**src/rtl/header_dispatcher_pkg.sv**
```systemverilog
// rtl/header_dispatcher_pkg.sv - flit, credit and PE constants shared by the mining NoC blocks
package header_dispatcher_pkg;

  localparam int FLIT_DATA_WIDTH = 64;
  localparam int DEST_BITS       = 5;
  localparam int VC_BITS         = 2;
  localparam int HDR_FLITS       = 10;
  localparam int BUF_DEPTH       = 8;
  localparam int FIRST_DEST      = 1;
  localparam int NUM_PE_MAX      = 24;

  localparam int FLIT_WIDTH   = 2 + DEST_BITS + VC_BITS + FLIT_DATA_WIDTH;
  localparam int CREDIT_WIDTH = 1 + VC_BITS;

  // putFlit = {valid, tail, dest, vc, data}; getCredit = {valid, vc}
  localparam int FLIT_DATA_LSB    = 0;
  localparam int FLIT_VC_LSB      = FLIT_DATA_WIDTH;
  localparam int FLIT_DEST_LSB    = FLIT_VC_LSB + VC_BITS;
  localparam int FLIT_TAIL_BIT    = FLIT_DEST_LSB + DEST_BITS;
  localparam int FLIT_VALID_BIT   = FLIT_TAIL_BIT + 1;
  localparam int CREDIT_VALID_BIT = VC_BITS;

  localparam logic [FLIT_DATA_WIDTH-1:0] FOUND_BITCOIN_MSG = 64'hB17C_0140_F0C0_D00D;

  typedef enum logic [1:0] {
    ST_IDLE,
    ST_SEND,
    ST_DRAIN
  } dispatch_state_t;

endpackage

```
**src/rtl/header_dispatcher_credit_counter.sv**
```systemverilog
// rtl/header_dispatcher_credit_counter.sv - injection-port credit counter with saturation and sticky error
module credit_counter
  import header_dispatcher_pkg::*;
#(
  parameter int DEPTH = BUF_DEPTH,
  parameter int CNT_W = $clog2(BUF_DEPTH + 1)
) (
  input  logic             sys_clk,
  input  logic             reset,
  input  logic             consume,
  input  logic             give_back,
  output logic [CNT_W-1:0] count,
  output logic             err
);

  always_ff @(posedge sys_clk) begin
    if (!reset) begin
      count <= CNT_W'(DEPTH);
      err   <= 1'b0;
    end else begin
      case ({consume, give_back})
        2'b10: count <= count - CNT_W'(1);
        2'b01: begin
          // a return with the buffer already full means the router over-credited us
          if (count == CNT_W'(DEPTH)) err <= 1'b1;
          else count <= count + CNT_W'(1);
        end
        default: ;
      endcase
    end
  end

endmodule

```
**src/rtl/header_dispatcher.sv**
```systemverilog
// rtl/header_dispatcher.sv - latches a block header and streams it round-robin to the PEs as wormhole packets
module header_dispatcher #(
  parameter int FLIT_DATA_WIDTH = header_dispatcher_pkg::FLIT_DATA_WIDTH,
  parameter int DEST_BITS       = header_dispatcher_pkg::DEST_BITS,
  parameter int VC_BITS         = header_dispatcher_pkg::VC_BITS,
  parameter int HDR_FLITS       = header_dispatcher_pkg::HDR_FLITS,
  parameter int BUF_DEPTH       = header_dispatcher_pkg::BUF_DEPTH,
  parameter int FIRST_DEST      = header_dispatcher_pkg::FIRST_DEST
) (
  input  logic                                       sys_clk,
  input  logic                                       reset,
  input  logic                                       start,
  input  logic [HDR_FLITS*FLIT_DATA_WIDTH-1:0]       header_in,
  input  logic [DEST_BITS-1:0]                       num_pe,
  input  logic                                       loop,
  input  logic                                       stop,
  input  logic                                       EN_getCredit,
  input  logic [VC_BITS:0]                           getCredit,
  output logic                                       EN_putFlit,
  output logic [2+DEST_BITS+VC_BITS+FLIT_DATA_WIDTH-1:0] putFlit,
  output logic                                       busy,
  output logic [31:0]                                headers_sent,
  output logic                                       credit_err
);
  import header_dispatcher_pkg::*;

  localparam int IDX_W = $clog2(HDR_FLITS);
  localparam int CNT_W = $clog2(BUF_DEPTH + 1);

  dispatch_state_t state, state_next;

  logic [FLIT_DATA_WIDTH-1:0] hdr_flits [HDR_FLITS];
  logic [IDX_W-1:0]           flit_idx;
  logic [DEST_BITS-1:0]       dest;
  logic [DEST_BITS-1:0]       num_pe_l;
  logic                       loop_l;
  logic                       stop_pend;
  logic [CNT_W-1:0]           credits;
  logic [DEST_BITS:0]         last_dest;
  logic                       credit_ret;
  logic                       tail;
  logic                       at_wrap;
  logic                       send;

  assign credit_ret = EN_getCredit && getCredit[VC_BITS] && (getCredit[VC_BITS-1:0] == '0);
  assign tail       = (flit_idx == IDX_W'(HDR_FLITS - 1));
  assign last_dest  = (DEST_BITS+1)'(FIRST_DEST) + {1'b0, num_pe_l} - (DEST_BITS+1)'(1);
  assign at_wrap    = ({1'b0, dest} == last_dest);

  credit_counter #(
    .DEPTH(BUF_DEPTH),
    .CNT_W(CNT_W)
  ) u_credit_counter (
    .sys_clk  (sys_clk),
    .reset    (reset),
    .consume  (send),
    .give_back(credit_ret),
    .count    (credits),
    .err      (credit_err)
  );

  always_ff @(posedge sys_clk) begin
    if (!reset) state <= ST_IDLE;
    else        state <= state_next;
  end

  always_comb begin
    state_next = state;
    send       = 1'b0;
    case (state)
      ST_IDLE: if (start) state_next = ST_SEND;
      ST_SEND: begin
        // stop only takes effect between packets; mid-packet it is deferred to the tail
        if (stop && flit_idx == '0) begin
          state_next = ST_DRAIN;
        end else if (credits != '0) begin
          send = 1'b1;
          if (tail && (stop || stop_pend || (at_wrap && !loop_l))) state_next = ST_DRAIN;
        end
      end
      ST_DRAIN: state_next = ST_IDLE;
      default:  state_next = ST_IDLE;
    endcase
  end

  always_ff @(posedge sys_clk) begin
    if (state == ST_IDLE && start) begin
      for (int k = 0; k < HDR_FLITS; k++) begin
        hdr_flits[k] <= header_in[k*FLIT_DATA_WIDTH +: FLIT_DATA_WIDTH];
      end
    end
  end

  always_ff @(posedge sys_clk) begin
    if (!reset) begin
      flit_idx     <= '0;
      dest         <= DEST_BITS'(FIRST_DEST);
      num_pe_l     <= DEST_BITS'(1);
      loop_l       <= 1'b0;
      stop_pend    <= 1'b0;
      headers_sent <= '0;
      EN_putFlit   <= 1'b0;
      putFlit      <= '0;
      busy         <= 1'b0;
    end else begin
      EN_putFlit <= send;
      putFlit    <= send ? {1'b1, tail, dest, VC_BITS'(0), hdr_flits[flit_idx]} : '0;
      busy       <= (state_next != ST_IDLE);

      if (state == ST_IDLE && start) begin
        num_pe_l     <= (num_pe == '0) ? DEST_BITS'(1) : num_pe;
        loop_l       <= loop;
        flit_idx     <= '0;
        dest         <= DEST_BITS'(FIRST_DEST);
        stop_pend    <= 1'b0;
        headers_sent <= '0;
      end

      if (state == ST_SEND && stop && flit_idx != '0) stop_pend <= 1'b1;

      if (send) begin
        if (tail) begin
          flit_idx     <= '0;
          headers_sent <= headers_sent + 32'd1;
          dest         <= at_wrap ? DEST_BITS'(FIRST_DEST) : dest + DEST_BITS'(1);
        end else begin
          flit_idx <= flit_idx + IDX_W'(1);
        end
      end
    end
  end

endmodule

```
**config.mk**
```make
export PLATFORM = sky130hd
export DESIGN_NAME = header_dispatcher
export DESIGN_NICKNAME = d
export VERILOG_FILES = /design/src/rtl/header_dispatcher_pkg.sv /design/src/rtl/header_dispatcher_credit_counter.sv /design/src/rtl/header_dispatcher.sv
export SDC_FILE = /design/constraint.sdc
export NUM_CORES = 1
export LEC_CHECK = 0
export ABC_AREA = 1
export BUFFER_PORTS_ARGS = -buffer_cell sky130_fd_sc_hd__buf_2
export CAP_MARGIN = 20
export CORE_AREA = 5 5 297 299
export DETAILED_ROUTE_END_ITERATION = 8
export DIE_AREA = 0 0 302 304
export PLACE_DENSITY = 0.6
export SETUP_SLACK_MARGIN = 0.05
export SLEW_MARGIN = 20
export SYNTH_ARGS = -nofsm -noshare
export SYNTH_HDL_FRONTEND = slang
export SYNTH_SLANG_ARGS = --single-unit
```
**constraint.sdc**
```tcl
create_clock -name sys_clk -period 18.3 [get_ports sys_clk]
set_input_delay 0.915 -clock sys_clk [delete_from_list [all_inputs] [get_ports sys_clk]]
set_output_delay 0.915 -clock sys_clk [all_outputs]
set_load 0.03 [all_outputs]
```
=== Word level (Yosys, flattened, before mapping) ===
Memory sizes are Yosys's and may differ from the RTL's. A register that Yosys moved wholly into a read port is not among the register bits.
Cells that the tools add are included.

* Add/sub/neg operators: 7
* Eq/ne operators: 7
* Multiplexer cells: 28
* Reduce and logical (&&, ||, !) cells: 24

{| class="wikitable"
|+ Operators by type and width
! kind !! number
|-
| 32-bit two-way mux || 3
|-
| 73-bit two-way mux || 1
|-
| 32-bit by 1-bit adder with 32-bit output, second input constant || 1
|-
| 5-bit two-way mux || 5
|-
| 4-bit two-way mux || 6
|-
| 4-bit by 1-bit adder with 4-bit output, second input constant || 2
|-
| 4-bit equality test, second input constant || 2
|-
| 1-bit logical AND || 8
|-
| 2-bit two-way mux || 4
|-
| 4-bit case mux with 2 select lines || 1
|-
| 2-bit nonzero test || 4
|-
| 4-bit nonzero test || 2
|-
| 1-bit two-way mux || 7
|-
| 1-bit by 5-bit adder with 6-bit output, first input constant || 1
|-
| 5-bit by 6-bit equality test with 1-bit output || 1
|-
| 2-bit AND reduction || 3
|-
| 6-bit by 1-bit subtractor with 6-bit output, second input constant || 1
|-
| 5-bit by 1-bit adder with 5-bit output, second input constant || 1
|-
| 5-bit logical NOT || 1
|-
| 2-bit by 1-bit equality test with 1-bit output, second input constant || 2
|-
| 2-bit logical NOT || 2
|-
| 4-bit logical NOT || 1
|-
| 2-bit case mux with 2 select lines || 1
|-
| 4-bit by 1-bit subtractor with 4-bit output, second input constant || 1
|-
| other kinds (4) || 5
|}

* Bits in registers: 130
* Bits in writable memories: 640
* Input port bits: 654
* Output and inout port bits: 108
* Word-level logic and storage cells: 80
* Memories: 1

{| class="wikitable"
|+ Memories
! memory !! depth !! width !! rd ports !! clocked after Yosys merged registers in !! wr ports !! line !! text
|-
| hdr_flits || 10 || 64 || 1 || 1 || 10 || header_dispatcher.sv:32 || <nowiki>logic [FLIT_DATA_WIDTH-1:0] hdr_flits [HDR_FLITS];</nowiki>
|}

=== Longest topological paths before layout ===
* Word-level depth: 11
* Gate-level depth with buffers: 15
* Mapped depth without buffers: 15

=== Hierarchy ===
From an unflattened synthesis, not the netlist that was laid out.

* Cells, all modules: 2467
* Area, all modules: 30704.4 µm²

{| class="wikitable"
|+ By module, submodules not included
! module !! instances !! cells each !! area an instance (µm²) !! seq. area each (µm²)
|-
| header_dispatcher || 1 || 2416 || 30366.6 || 21740.9
|-
| credit_counter || 1 || 51 || 337.8 || 100.1
|}

=== Worst setup path after synthesis ===
No wires, ideal clock.

* Path type: input port to flip-flop
* Start point: in start
* End point: mem hdr_flits[0][0] (enable)
* Setup time: 5.041 ns
* Arrival time: 12.643 ns
* Data required time: 13.259 ns
* Setup slack: 0.617 ns
* Stages: 2
* Path buffers: 0
* Cells stage by stage: nand3_2 clkinv_1

{| class="wikitable"
|+ RTL lines
! element !! line !! text
|-
| start, declared || header_dispatcher.sv:12 || <nowiki>input logic start,</nowiki>
|-
| end, declared || header_dispatcher.sv:32 ||
|}

==> results.md <==
- Vias per std cell: 4.74
- Slew @ Worst Pin: 1.07 ns
- Area taken by multi-input logic gates: 6660 um2
- Clock latency on the worst-skew pair: 0.65 ns
- Met1 Track Usage GR: 23.4%
- Hold WC Path Type: input port to register
- DR vias: 20600
- Sw power: 0.940 mW
- Mean post-synth cell area: 12.9 um2
- Fill count: 7964
- Clock root buffer: clkbuf_16
- Area delta synth->final: 25.3%
- Most used routing layer: met2
- Flip-flop and latch count after synthesis: 771
- Pwr dens: 107 nW/um2
- RSZ-0062 raised after global routing: no
- H-tree depth: 3
- Max Transition Viols Final: 0
- Clock share of power: 41.8%
- Slew margin rel.: 28.6%
- P_int: 3.12 mW
- Largest net degree at the start of global routing: 188
- DRT Pass-1 Iters: 8
- TritonCTS Buffers: 85
- Antenna violations before repair: 62
- Routing usage on met3: 5.39%
- Status: complete, no violations
- Pwr Total: 4.06 mW
- Hold_sp: header_in[365]
- Routed wire length: 92.8 mm
- Post-DP HPWL: 65.3 mm
- Vias in the first global route: 20500
- Clk slew on worst S/H paths: 0.06 ns
- IO Port Bufs: 759
- Die W: 302 um
- # IOs: 762
- Setup TNS: 0 ns
- DRC viols: 0
- First-pass GRT wire length: 132 mm
- Min Tclk post-route: 3.89 ns
- Register area: 21900 um2
- Met2 usage: 33.3%
- Req. time, crit path: 18.77 ns
- Die Area: 91800 um2
- Most frequent cells in the layout: buf_2, edfxtp_1, a21oi_1
- Seq pwr share: 50.9%
- Crit path DAT: 4.36 ns
- Post-cts resize count: 0
- Cells after Synth: 2348
- Layout Utilization: 44.6%
- Antenna-violating nets left: 0
- Share of cells above drive strength 1: 29.9%
- CTS tree: yes
- Crit Path Category: register to register
- Post-CTS setup buffer count: 0
- Maximum clock path buffer count: 3
- Routability cong.: 0.847
- Hold_buf cts: 0
- Routed WL per cell: 21.4 um
- Initial drt markers: 1724
- Final worst slack: 14.41 ns
- Sequential share of the synthesized area: 72.2%
- GR Util All Layers: 19.3%
- Starting density of the core: 35.6%
- Die Y: 304 um
- VDD IR max: 0.0751 mV
- Mapped Area: 30200 um2
- Max-Cap Viols: 0
- Worst setup EP type: register
- Setup slack after placement: 13.97 ns
- Cell variety after synth: 45
- Commonest non-fill, non-tap cell in the layout: buf_2
- Setup-failing EPs final: 0
- Crit Path Max Fanout: 86
- Net Sw Frac: 23.2%
- Yosys warning total: 0
- Setup Skew: 0.0466 ns
- Net count, final: 3744
- # rows: 107
- Core ar.: 84900 um2
- Final period utilization: 21.3%
- # clock sinks: 771
- F_max: 257 MHz
- Final Hold Vio Count: 0
- Leak Pwr: 14.8 nW
- Logic gate share of total power: 7.3%
- Grt ovf: 0
- Crit path launch type: register
-- cell type report --
| class | count | share of cell area (%) |
|---|---|---|
| antenna | 42 | 0.277 |
| clock buffer | 123 | 6.28 |
| clock inverter | 34 | 1.12 |
| inverter | 267 | 2.68 |
| multi-input combinational | 1177 | 17.6 |
| sequential | 771 | 57.7 |
| tap | 1144 | 3.78 |
| timing repair buffer | 780 | 10.6 |
-- power groups by stage --
stage,Combinational (mW),Sequential (mW),Clock (mW)
2_1_floorplan,0.163,2.17,0
3_3_place_gp,0.293,2.10,0
3_5_place_dp,0.298,2.10,0
4_1_cts,0.299,2.07,1.75
5_1_grt,0.326,2.08,1.82
6_report,0.295,2.07,1.70
-- per-stage QoR --
step	cells	hold slack (ns)	cell area, um2
after floorplan	2349	0.430	30200
after global placement	4138	0.447	34900
after detailed placement	4139	0.461	35000
after CTS	4296	0.386	37800
after global routing	4326	0.396	37800
final	4338	0.440	37900
-- path summary, 6_finish.rpt --
| kind | to | slack [ns] | cells past startpoint |
|---|---|---|---|
| max | putFlit[26] | 14.41 | 8 |
| min | hdr_flits[5][45] | 0.44 | 1 |
| max reg2reg | putFlit[26] | 14.41 | 8 |
| min reg2reg | stop_pend | 0.47 | 2 |
-- synthesized netlist by cell type (all sizes together) --
master / count / share of area, %
a21oi: 294 / 4.9
a211oi: 1 / 0.025
o21a: 1 / 0.025
dfxtp: 131 / 8.7
nand3b: 2 / 0.050
a21boi: 1 / 0.025
clkbuf: 52 / 0.65
mux2i: 128 / 4.2
a22oi: 2 / 0.050
conb: 1 / 0.012
buf: 82 / 1.8
nor2: 59 / 0.93
nand4: 14 / 0.31
edfxtp: 640 / 64
fa: 1 / 0.066
o21ai: 352 / 5.8
nor4: 3 / 0.062
inv: 266 / 3.3
ha: 7 / 0.29
xnor2: 1 / 0.029
o211ai: 66 / 1.6
nor3: 17 / 0.37
a31oi: 1 / 0.021
nand2: 179 / 2.3
and2: 1 / 0.021
or2: 1 / 0.021
clkinv: 1 / 0.012
xor2: 3 / 0.087
nand3: 40 / 0.71
a21o: 1 / 0.025
-- sequential cells by signal (all words and copies together) (netlist names), named ones only --
| name | count |
|---|---|
| u_credit_counter.err | 1 |
| u_credit_counter.count | 4 |
| num_pe_l | 5 |
| stop_pend | 1 |
| busy | 1 |
| putFlit | 71 |
| loop_l | 1 |
| flit_idx | 4 |
| hdr_flits | 640 |
| state | 2 |
| headers_sent | 32 |
| dest | 5 |
-- critical path: stages, from the launching register on --
cell and delay [ns]:
dfxtp_4 0.77, buf_4 0.66, buf_4 0.75, buf_4 0.83
a21oi_1 0.16, o21ai_0 0.12, o21ai_0 0.12, o21ai_1 0.14
a21oi_1 0.07
-- metal layers --
metal / vias to the layer above / part of all wire [%]
li1: 9945 / -
met1: 9725 / 39
met2: 706 / 50
met3: 169 / 7.7
met4: 30 / 2.6
met5: - / 0.22
-- cell families (layout without fill, tap and decap cells) --
group,after synthesis,after routing,synth area share (%)
flip-flops,771,771,72.2
XOR/XNOR,4,4,0.116
adder cells (fa/ha/maj),8,8,0.356
multiplexers,128,128,4.24
AO/OA/AOI/OAI,719,719,12.5
other,1,44,0.0124
AND/OR/NAND/NOR,316,316,4.77
buffers and inverters,401,1204,5.78
Power figures use the tool's default switching activity.
